<file path="src/rtl/bp_axil_wr_arbiter.sv">
// ---------------------------------------------------------------------------
// bp_axil_wr_arbiter
//
// Arbitrates num_req_p write requesters onto a single AXI-Lite write master.
// A round-robin grant is taken in idle, the winner's address/data are latched,
// and the AW and W beats are issued together. The two handshakes may complete
// in either order. Each issued write pushes its requester ID into an
// outstanding-ID FIFO of depth credits_p. B responses pop that FIFO and are
// routed back to the requester that issued the write.
//
// Optional feature: define BP_AXIL_WR_ARBITER_STATS_EN to build per-requester
// 32-bit saturating completion counters on stats_o. Without it, stats_o is 0.
//
// Ports
//   clk_i, reset_i      clock, synchronous active-high reset
//   req_v_i             per-requester write request valid
//   req_addr_i          per-requester address, packed requester 0 in the LSBs
//   req_data_i          per-requester data, packed requester 0 in the LSBs
//   req_ready_and_o     one-hot accept, pulses in the cycle the write issues
//   resp_v_o            one-hot write-response pulse to the issuing requester
//   resp_err_o          high with resp_v_o when bresp is nonzero
//   m_axil_aw*/w*/b*    AXI-Lite write master channels
//   protocol_err_o      sticky: bvalid seen with no write outstanding
//   stats_o             per-requester completion counts, 32 bits each
// ---------------------------------------------------------------------------
module bp_axil_wr_arbiter #(
    parameter int num_req_p    = 2,
    parameter int addr_width_p = 64,
    parameter int data_width_p = 32,
    parameter int credits_p    = 8
) (
    input  logic                             clk_i,
    input  logic                             reset_i,
    input  logic [num_req_p-1:0]             req_v_i,
    input  logic [num_req_p*addr_width_p-1:0] req_addr_i,
    input  logic [num_req_p*data_width_p-1:0] req_data_i,
    output logic [num_req_p-1:0]             req_ready_and_o,
    output logic [num_req_p-1:0]             resp_v_o,
    output logic                             resp_err_o,
    output logic [addr_width_p-1:0]          m_axil_awaddr,
    output logic                             m_axil_awvalid,
    input  logic                             m_axil_awready,
    output logic [2:0]                       m_axil_awprot,
    output logic [data_width_p-1:0]          m_axil_wdata,
    output logic                             m_axil_wvalid,
    input  logic                             m_axil_wready,
    output logic [data_width_p/8-1:0]        m_axil_wstrb,
    input  logic                             m_axil_bvalid,
    output logic                             m_axil_bready,
    input  logic [1:0]                       m_axil_bresp,
    output logic                             protocol_err_o,
    output logic [num_req_p*32-1:0]          stats_o
);

    localparam int id_w  = (num_req_p > 1) ? $clog2(num_req_p) : 1;
    localparam int ptr_w = (credits_p > 1) ? $clog2(credits_p) : 1;
    localparam int cnt_w = ptr_w + 1;
    localparam logic [id_w:0]  NREQ = (id_w+1)'(num_req_p);
    localparam logic [cnt_w-1:0] NCRED = cnt_w'(credits_p);

    typedef logic [id_w-1:0] id_t;
    typedef enum logic [1:0] {e_idle, e_send, e_addr, e_data} state_e;

    state_e r_state, w_state_n;
    id_t    r_grant;
    id_t    r_rr_ptr;     // first requester examined by the next search
    id_t    w_pick;
    logic   w_found;

    logic [addr_width_p-1:0] r_addr;
    logic [data_width_p-1:0] r_data;

    id_t              r_fifo [credits_p];
    logic [ptr_w-1:0] r_wptr, r_rptr;
    logic [cnt_w-1:0] r_count;
    logic             r_protocol_err;

    logic w_grant_en, w_complete, w_push, w_pop, w_empty, w_full;
    logic w_awvalid, w_wvalid;

    // (base + off) mod num_req_p, for off < num_req_p
    function automatic id_t f_wrap_add(input id_t base, input int off);
        logic [id_w:0] sum;
        sum = {1'b0, base} + off[id_w:0];
        if (sum >= NREQ) begin
            sum = sum - NREQ;
        end
        return sum[id_w-1:0];
    endfunction

    function automatic logic [num_req_p-1:0] f_onehot(input id_t id);
        return {{(num_req_p-1){1'b0}}, 1'b1} << id;
    endfunction

    // Round-robin search: walk from r_rr_ptr downward-in-priority; scanning
    // offsets high to low lets the smallest offset win the last assignment.
    always_comb begin
        w_found = 1'b0;
        w_pick  = '0;
        for (int i = num_req_p - 1; i >= 0; i--) begin
            if (req_v_i[f_wrap_add(r_rr_ptr, i)]) begin
                w_found = 1'b1;
                w_pick  = f_wrap_add(r_rr_ptr, i);
            end
        end
    end

    assign w_empty = (r_count == '0);
    assign w_full  = (r_count == NCRED);

    always_comb begin
        w_state_n  = r_state;
        w_awvalid  = 1'b0;
        w_wvalid   = 1'b0;
        w_complete = 1'b0;
        w_grant_en = 1'b0;
        case (r_state)
            e_idle: begin
                if (w_found && !w_full) begin
                    w_grant_en = 1'b1;
                    w_state_n  = e_send;
                end
            end
            e_send: begin
                w_awvalid = 1'b1;
                w_wvalid  = 1'b1;
                if (m_axil_awready && m_axil_wready) begin
                    w_complete = 1'b1;
                    w_state_n  = e_idle;
                end else if (m_axil_awready) begin
                    w_state_n = e_data;
                end else if (m_axil_wready) begin
                    w_state_n = e_addr;
                end
            end
            e_addr: begin
                w_awvalid = 1'b1;
                if (m_axil_awready) begin
                    w_complete = 1'b1;
                    w_state_n  = e_idle;
                end
            end
            e_data: begin
                w_wvalid = 1'b1;
                if (m_axil_wready) begin
                    w_complete = 1'b1;
                    w_state_n  = e_idle;
                end
            end
            default: w_state_n = e_idle;
        endcase
    end

    // Handshake-facing outputs are forced low while reset is held so an
    // abandoned grant can never produce an accept or a beat.
    assign m_axil_awvalid  = w_awvalid && !reset_i;
    assign m_axil_wvalid   = w_wvalid && !reset_i;
    assign m_axil_awaddr   = r_addr;
    assign m_axil_wdata    = r_data;
    assign m_axil_awprot   = 3'b000;
    assign m_axil_wstrb    = '1;
    assign m_axil_bready   = !w_empty && !reset_i;

    assign w_push          = w_complete && !reset_i;
    assign w_pop           = m_axil_bvalid && m_axil_bready;

    assign req_ready_and_o = w_push ? f_onehot(r_grant) : '0;
    assign resp_v_o        = w_pop ? f_onehot(r_fifo[r_rptr]) : '0;
    assign resp_err_o      = w_pop && (m_axil_bresp != 2'b00);
    assign protocol_err_o  = r_protocol_err;

    always_ff @(posedge clk_i) begin
        if (reset_i) begin
            r_state        <= e_idle;
            r_grant        <= '0;
            r_rr_ptr       <= '0;
            r_wptr         <= '0;
            r_rptr         <= '0;
            r_count        <= '0;
            r_protocol_err <= 1'b0;
        end else begin
            r_state <= w_state_n;
            if (w_grant_en) begin
                r_grant  <= w_pick;
                r_rr_ptr <= f_wrap_add(w_pick, 1);
            end
            if (w_push) begin
                r_wptr <= r_wptr + 1'b1;
            end
            if (w_pop) begin
                r_rptr <= r_rptr + 1'b1;
            end
            case ({w_push, w_pop})
                2'b10:   r_count <= r_count + 1'b1;
                2'b01:   r_count <= r_count - 1'b1;
                default: r_count <= r_count;
            endcase
            // bready is low when empty, so this bvalid is left unaccepted
            if (m_axil_bvalid && w_empty) begin
                r_protocol_err <= 1'b1;
            end
        end
    end

    // Payload and ID storage carry no reset; they are only read when the
    // control state says they hold a live entry.
    always_ff @(posedge clk_i) begin
        if (w_grant_en) begin
            r_addr <= req_addr_i[w_pick*addr_width_p +: addr_width_p];
            r_data <= req_data_i[w_pick*data_width_p +: data_width_p];
        end
        if (w_push) begin
            r_fifo[r_wptr] <= r_grant;
        end
    end

`ifdef BP_AXIL_WR_ARBITER_STATS_EN
    logic [31:0] r_stats [num_req_p];

    always_ff @(posedge clk_i) begin
        if (reset_i) begin
            for (int i = 0; i < num_req_p; i++) begin
                r_stats[i] <= '0;
            end
        end else begin
            for (int i = 0; i < num_req_p; i++) begin
                if (resp_v_o[i] && (r_stats[i] != 32'hFFFF_FFFF)) begin
                    r_stats[i] <= r_stats[i] + 32'd1;
                end
            end
        end
    end

    always_comb begin
        stats_o = '0;
        for (int i = 0; i < num_req_p; i++) begin
            stats_o[i*32 +: 32] = r_stats[i];
        end
    end
`else
    assign stats_o = '0;
`endif

endmodule
</file>
<file path="config.mk">
export PLATFORM = sky130hd
export DESIGN_NAME = bp_axil_wr_arbiter
export DESIGN_NICKNAME = d
export VERILOG_FILES = /design/src/rtl/bp_axil_wr_arbiter.sv
export SDC_FILE = /design/constraint.sdc
export NUM_CORES = 1
export LEC_CHECK = 0
export ABC_AREA = 1
export ABC_CLOCK_PERIOD_IN_PS = 5800
export BUFFER_PORTS_ARGS = -buffer_cell sky130_fd_sc_hd__clkbuf_2
export CAP_MARGIN = 5
export CORE_AREA = 2 2 148 150
export CTS_CLUSTER_SIZE = 14
export DETAILED_ROUTE_END_ITERATION = 8
export DIE_AREA = 0 0 150 152
export HOLD_SLACK_MARGIN = 0.1
export PLACE_DENSITY = 0.55
export SLEW_MARGIN = 10
export SYNTH_ARGS = -nofsm -noshare
export SYNTH_HDL_FRONTEND = slang
export SYNTH_SLANG_ARGS = --single-unit
</file>
<file path="constraint.sdc">
create_clock -name clk_i -period 5.8 [get_ports clk_i]
set_clock_uncertainty 0.05 [all_clocks]
set_input_delay 0 -clock clk_i [delete_from_list [all_inputs] [get_ports clk_i]]
set_output_delay 0 -clock clk_i [all_outputs]
set_load 0.03 [all_outputs]
</file>
==> results.txt <==
The flow ran to the end, and the final reports show no timing, DRC or antenna violations. The number of antenna repair diodes came out at 0. The worst hold path belongs to the class in -> reg. The worst relative slew slack is roughly 44%. The number of global-route vias before repair came to just under 6000. During I/O placement, the number of pins put on the boundary was about 380. Synthesis produced a netlist whose cell count is between 600 and 700. For this run, the slowest stage of the critical path takes 0.72 ns.

The top cell type's share of synthesized area is between 50% and 60%. The final cell area excluding filler cells came out at between 10000 and 15000 µm². For this run the aggregate overflow at the end of global routing stands at 0. The worst path in the final design needs a cycle of approximately 3.1 ns, including I/O delays and setup. The max capacitance violation total is 0.

In this run, post-CTS hold repair placed 200 buffers. The final cell count without fillers came out at about 1500. The tree built by TritonCTS fans out to between 100 and 150 sinks. The number of gates resized after CTS was 0. The most common cell in the synthesized netlist is nand2_1. The detail route stage leaves a number of antenna-violating nets equal to 0. After detailed routing, the average wire length per cell comes to between 10 and 15 µm.

The endpoint class of the critical path is a register. The critical path is of the reg -> reg type. The master of the slowest instance on the critical path is clkinv_2.

The effective utilization at floorplan is between 20 and 30%. The leakage dissipation is 5.126 nW. The per-cell via count in the routed design came out at 4.095. The first-iteration detailed-routing DRC count came out at 335. The number of distinct library cells after synthesis is 28. Compared with the post-synthesis result, the final layout area differs by 66.86%. The layout cell share with drive strength beyond 1 came out at 30.25%. The signal on the critical path passes through inv_1, nand2_1, nand2_4, clkinv_2, buf_4, nand2_1, nand2_1, dlygate4sd3_1. In the synthesized netlist the async set-or-reset flop fraction comes to 0%. Data on the critical path is required at its endpoint by ~6 ns. The maximum level of the CTS H-tree came out at 4. The first-pass GRT wire length is 28850 µm. The synthesized design contains 122 register bits.

The number of filler instances in the final layout came out at approximately 2000. The via count came out at between 5000 and 6000. The first detailed-routing pass took 4 iterations. The maximum achievable frequency came out at approximately 320 MHz.

The initial antenna violation count is 0. The die outline area came out at between 20000 and 25000 µm². The combined global-route utilization of all metal layers came out at between 10% and 20%. The arrival time of the worst setup path came out at roughly 3.2 ns. The maximum number of pins on one net before global-route repair came out at 70. For this run, the number of Yosys warnings is 0. The most used flip-flop cell after synthesis is edfxtp_1. During placement, the flow inserted port buffers numbering between 300 and 400. The total power consumption of the routed design came out at ~0.0046 W. Sorting the synthesized cells by area gives the leading types as edfxtp_1 51%, nand2_1 20%, buf_4 8.8%.

The vertical die dimension is 152 µm. The total wirelength of the detailed-routed design is approximately 19000 µm. The region available for standard cell placement spans 21350 µm². The number of buffer and inverter instances along the worst setup path came out at 4. The footprint of the multi-input gates is roughly 2100 µm². Sequential cells were found to cover 57.20% of the synthesized design area. After detailed routing, the number of remaining DRC violations is 0.

TritonCTS built the clock tree. The commonest cells after synthesis are 327 x nand2_1, 104 x edfxtp_1, 71 x buf_4. The final count of negative-setup-slack endpoints is 0. For the pin with the worst max-slew slack, the measured transition is roughly 0.84 ns. The hold violation count in the final report is 0.

The post-DP HPWL is 12950 µm. The number of pins with negative max-slew slack in the final report is 0. The setup total negative slack is 0 ns.

The clock slew seen by the registers of the worst setup and hold paths came out at around 0.050 ns. The placer congestion estimate came out at ~0.86. The number of placement rows came out at 54. After detailed placement, the design holds a cell count of 1228.

Setup repair after global routing left no endpoint under its margin. The clock buffer count from CTS is 17. The post-route core utilization came out at a little under half. On the critical path the largest part of the delay comes from buffers and inverters. The clock latency on the worst-skew pair came out at just over 0.4 ns. The synthesized cell area came out at between 6000 and 7000 µm².

The number of flops mapped to enable cells by yosys came out at between 100 and 150. The sequential cells in the finished layout cover a total of approximately 3500 µm². The total placed instance area is approximately 7600 µm². The number of setup buffers added after CTS is 0. The largest total area in the synthesized netlist belongs to edfxtp_1. The worst-case clock buffer depth is 2.

The power density over the cells is 450.4 nW/µm². After the last flow step, the layout net total stands at between 1000 and 1500. The period utilization came out at 53.19%.

The worst setup path is launched from a register. Counting stages on the worst path, the most repeated cell is nand2_1. The average instance area after synthesis is 9.185 µm².

The top fanout value on the critical path is 60. From left edge to right edge, the die measures 150 µm. The worst supply voltage drop on vdd came out at 0.0001623 V. The tree is rooted in a clkbuf_16.
==> state kept, by name, summed over array words and instances (netlist names), named ones only <==
signal and count:
protocol_err_o 1, r_count 4, m_axil_awaddr 64, r_grant 1
m_axil_wdata 32, r_wptr 3, r_state 2, r_rptr 3
r_fifo 8, r_rr_ptr 1
==> logic make-up after synthesis <==
logic type	share of synthesized area, %
adders and majority gates	2.055
xor gates and xnor gates	0.7193
and+or+nand+nor	24.47
AOI/OAI and AO/OA	2.527
DFF	57.20
buffers and inverters	12.90
other	0.1233
==> final timing paths <==
| check | slack [ns] | to | depth (start not counted) | start |
|---|---|---|---|---|
| max | 2.72 | m_axil_wdata[19] | 8 | r_rr_ptr |
| min reg2reg | 0.43 | r_rr_ptr | 2 | r_rr_ptr |
| min | 0.11 | r_grant | 4 | req_v_i[1] |
| max reg2reg | 2.72 | m_axil_wdata[19] | 8 | r_rr_ptr |
==> power by group <==
group	total [W]	internal [W]	leakage, nW	switching [W]
registers	0.00156	0.00143	1.16	0.000124
logic	0.00199	0.000586	3.68	0.00140
clock network	0.00103	0.000632	0.279	0.000400
total	0.00458	0.00265	5.13	0.00192
==> cell type report <==
| cell class | count | share of cell area, % |
|---|---|---|
| Tap cell | 280 | 3.448 |
| Multi-Input combinational cell | 488 | 20.51 |
| Timing Repair Buffer | 508 | 34.95 |
| Sequential cell | 122 | 34.28 |
| Clock inverter | 15 | 1.478 |
| Clock buffer | 17 | 4.187 |
| Inverter | 30 | 1.145 |
==> placed cells by master, fill, tap and decap left out, drive strengths merged <==
master | Yosys | layout
nor2 | 29 | 29
or2 | 1 | 1
edfxtp | 104 | 104
bufinv | 0 | 2
ha | 10 | 10
clkinvlp | 0 | 2
nand2 | 329 | 329
nor3 | 5 | 5
buf | 90 | 3
dlygate4sd3 | 0 | 200
a21boi | 1 | 1
a21oi | 13 | 13
clkinv | 0 | 9
xnor2 | 2 | 2
clkbuf | 2 | 322
xor2 | 3 | 3
nand3 | 13 | 13
dfxtp | 18 | 18
conb | 2 | 71
inv | 30 | 32
o21ai | 11 | 11
==> per-layer routing <==
metal	global-route usage (%)	routed length [µm]	vias up	part of all wire [%]
li1	-	-	2979	-
met1	17.32	7139	2687	37
met2	30.51	9966	283	52
met3	4.805	1710	29	8.9
met4	5.975	387	0	2.0
met5	0	0	-	0
==> tightest hold or removal path, cell delays in order <==
cell and delay [ns]:
clkbuf_2 0.11, or2_1 0.14, nand3_2 0.13, a21oi_1 0.15
==> per-stage QoR <==
step	worst slack, ns	hold WS (ns)
4_1_cts	2.692	0.1065
3_3_place_gp	3.273	0.2136
5_1_grt	2.467	0.1550
6_report	2.715	0.1134
3_5_place_dp	3.238	0.2175
2_1_floorplan	2.712	0.01244
Power figures use the tool's default switching activity.
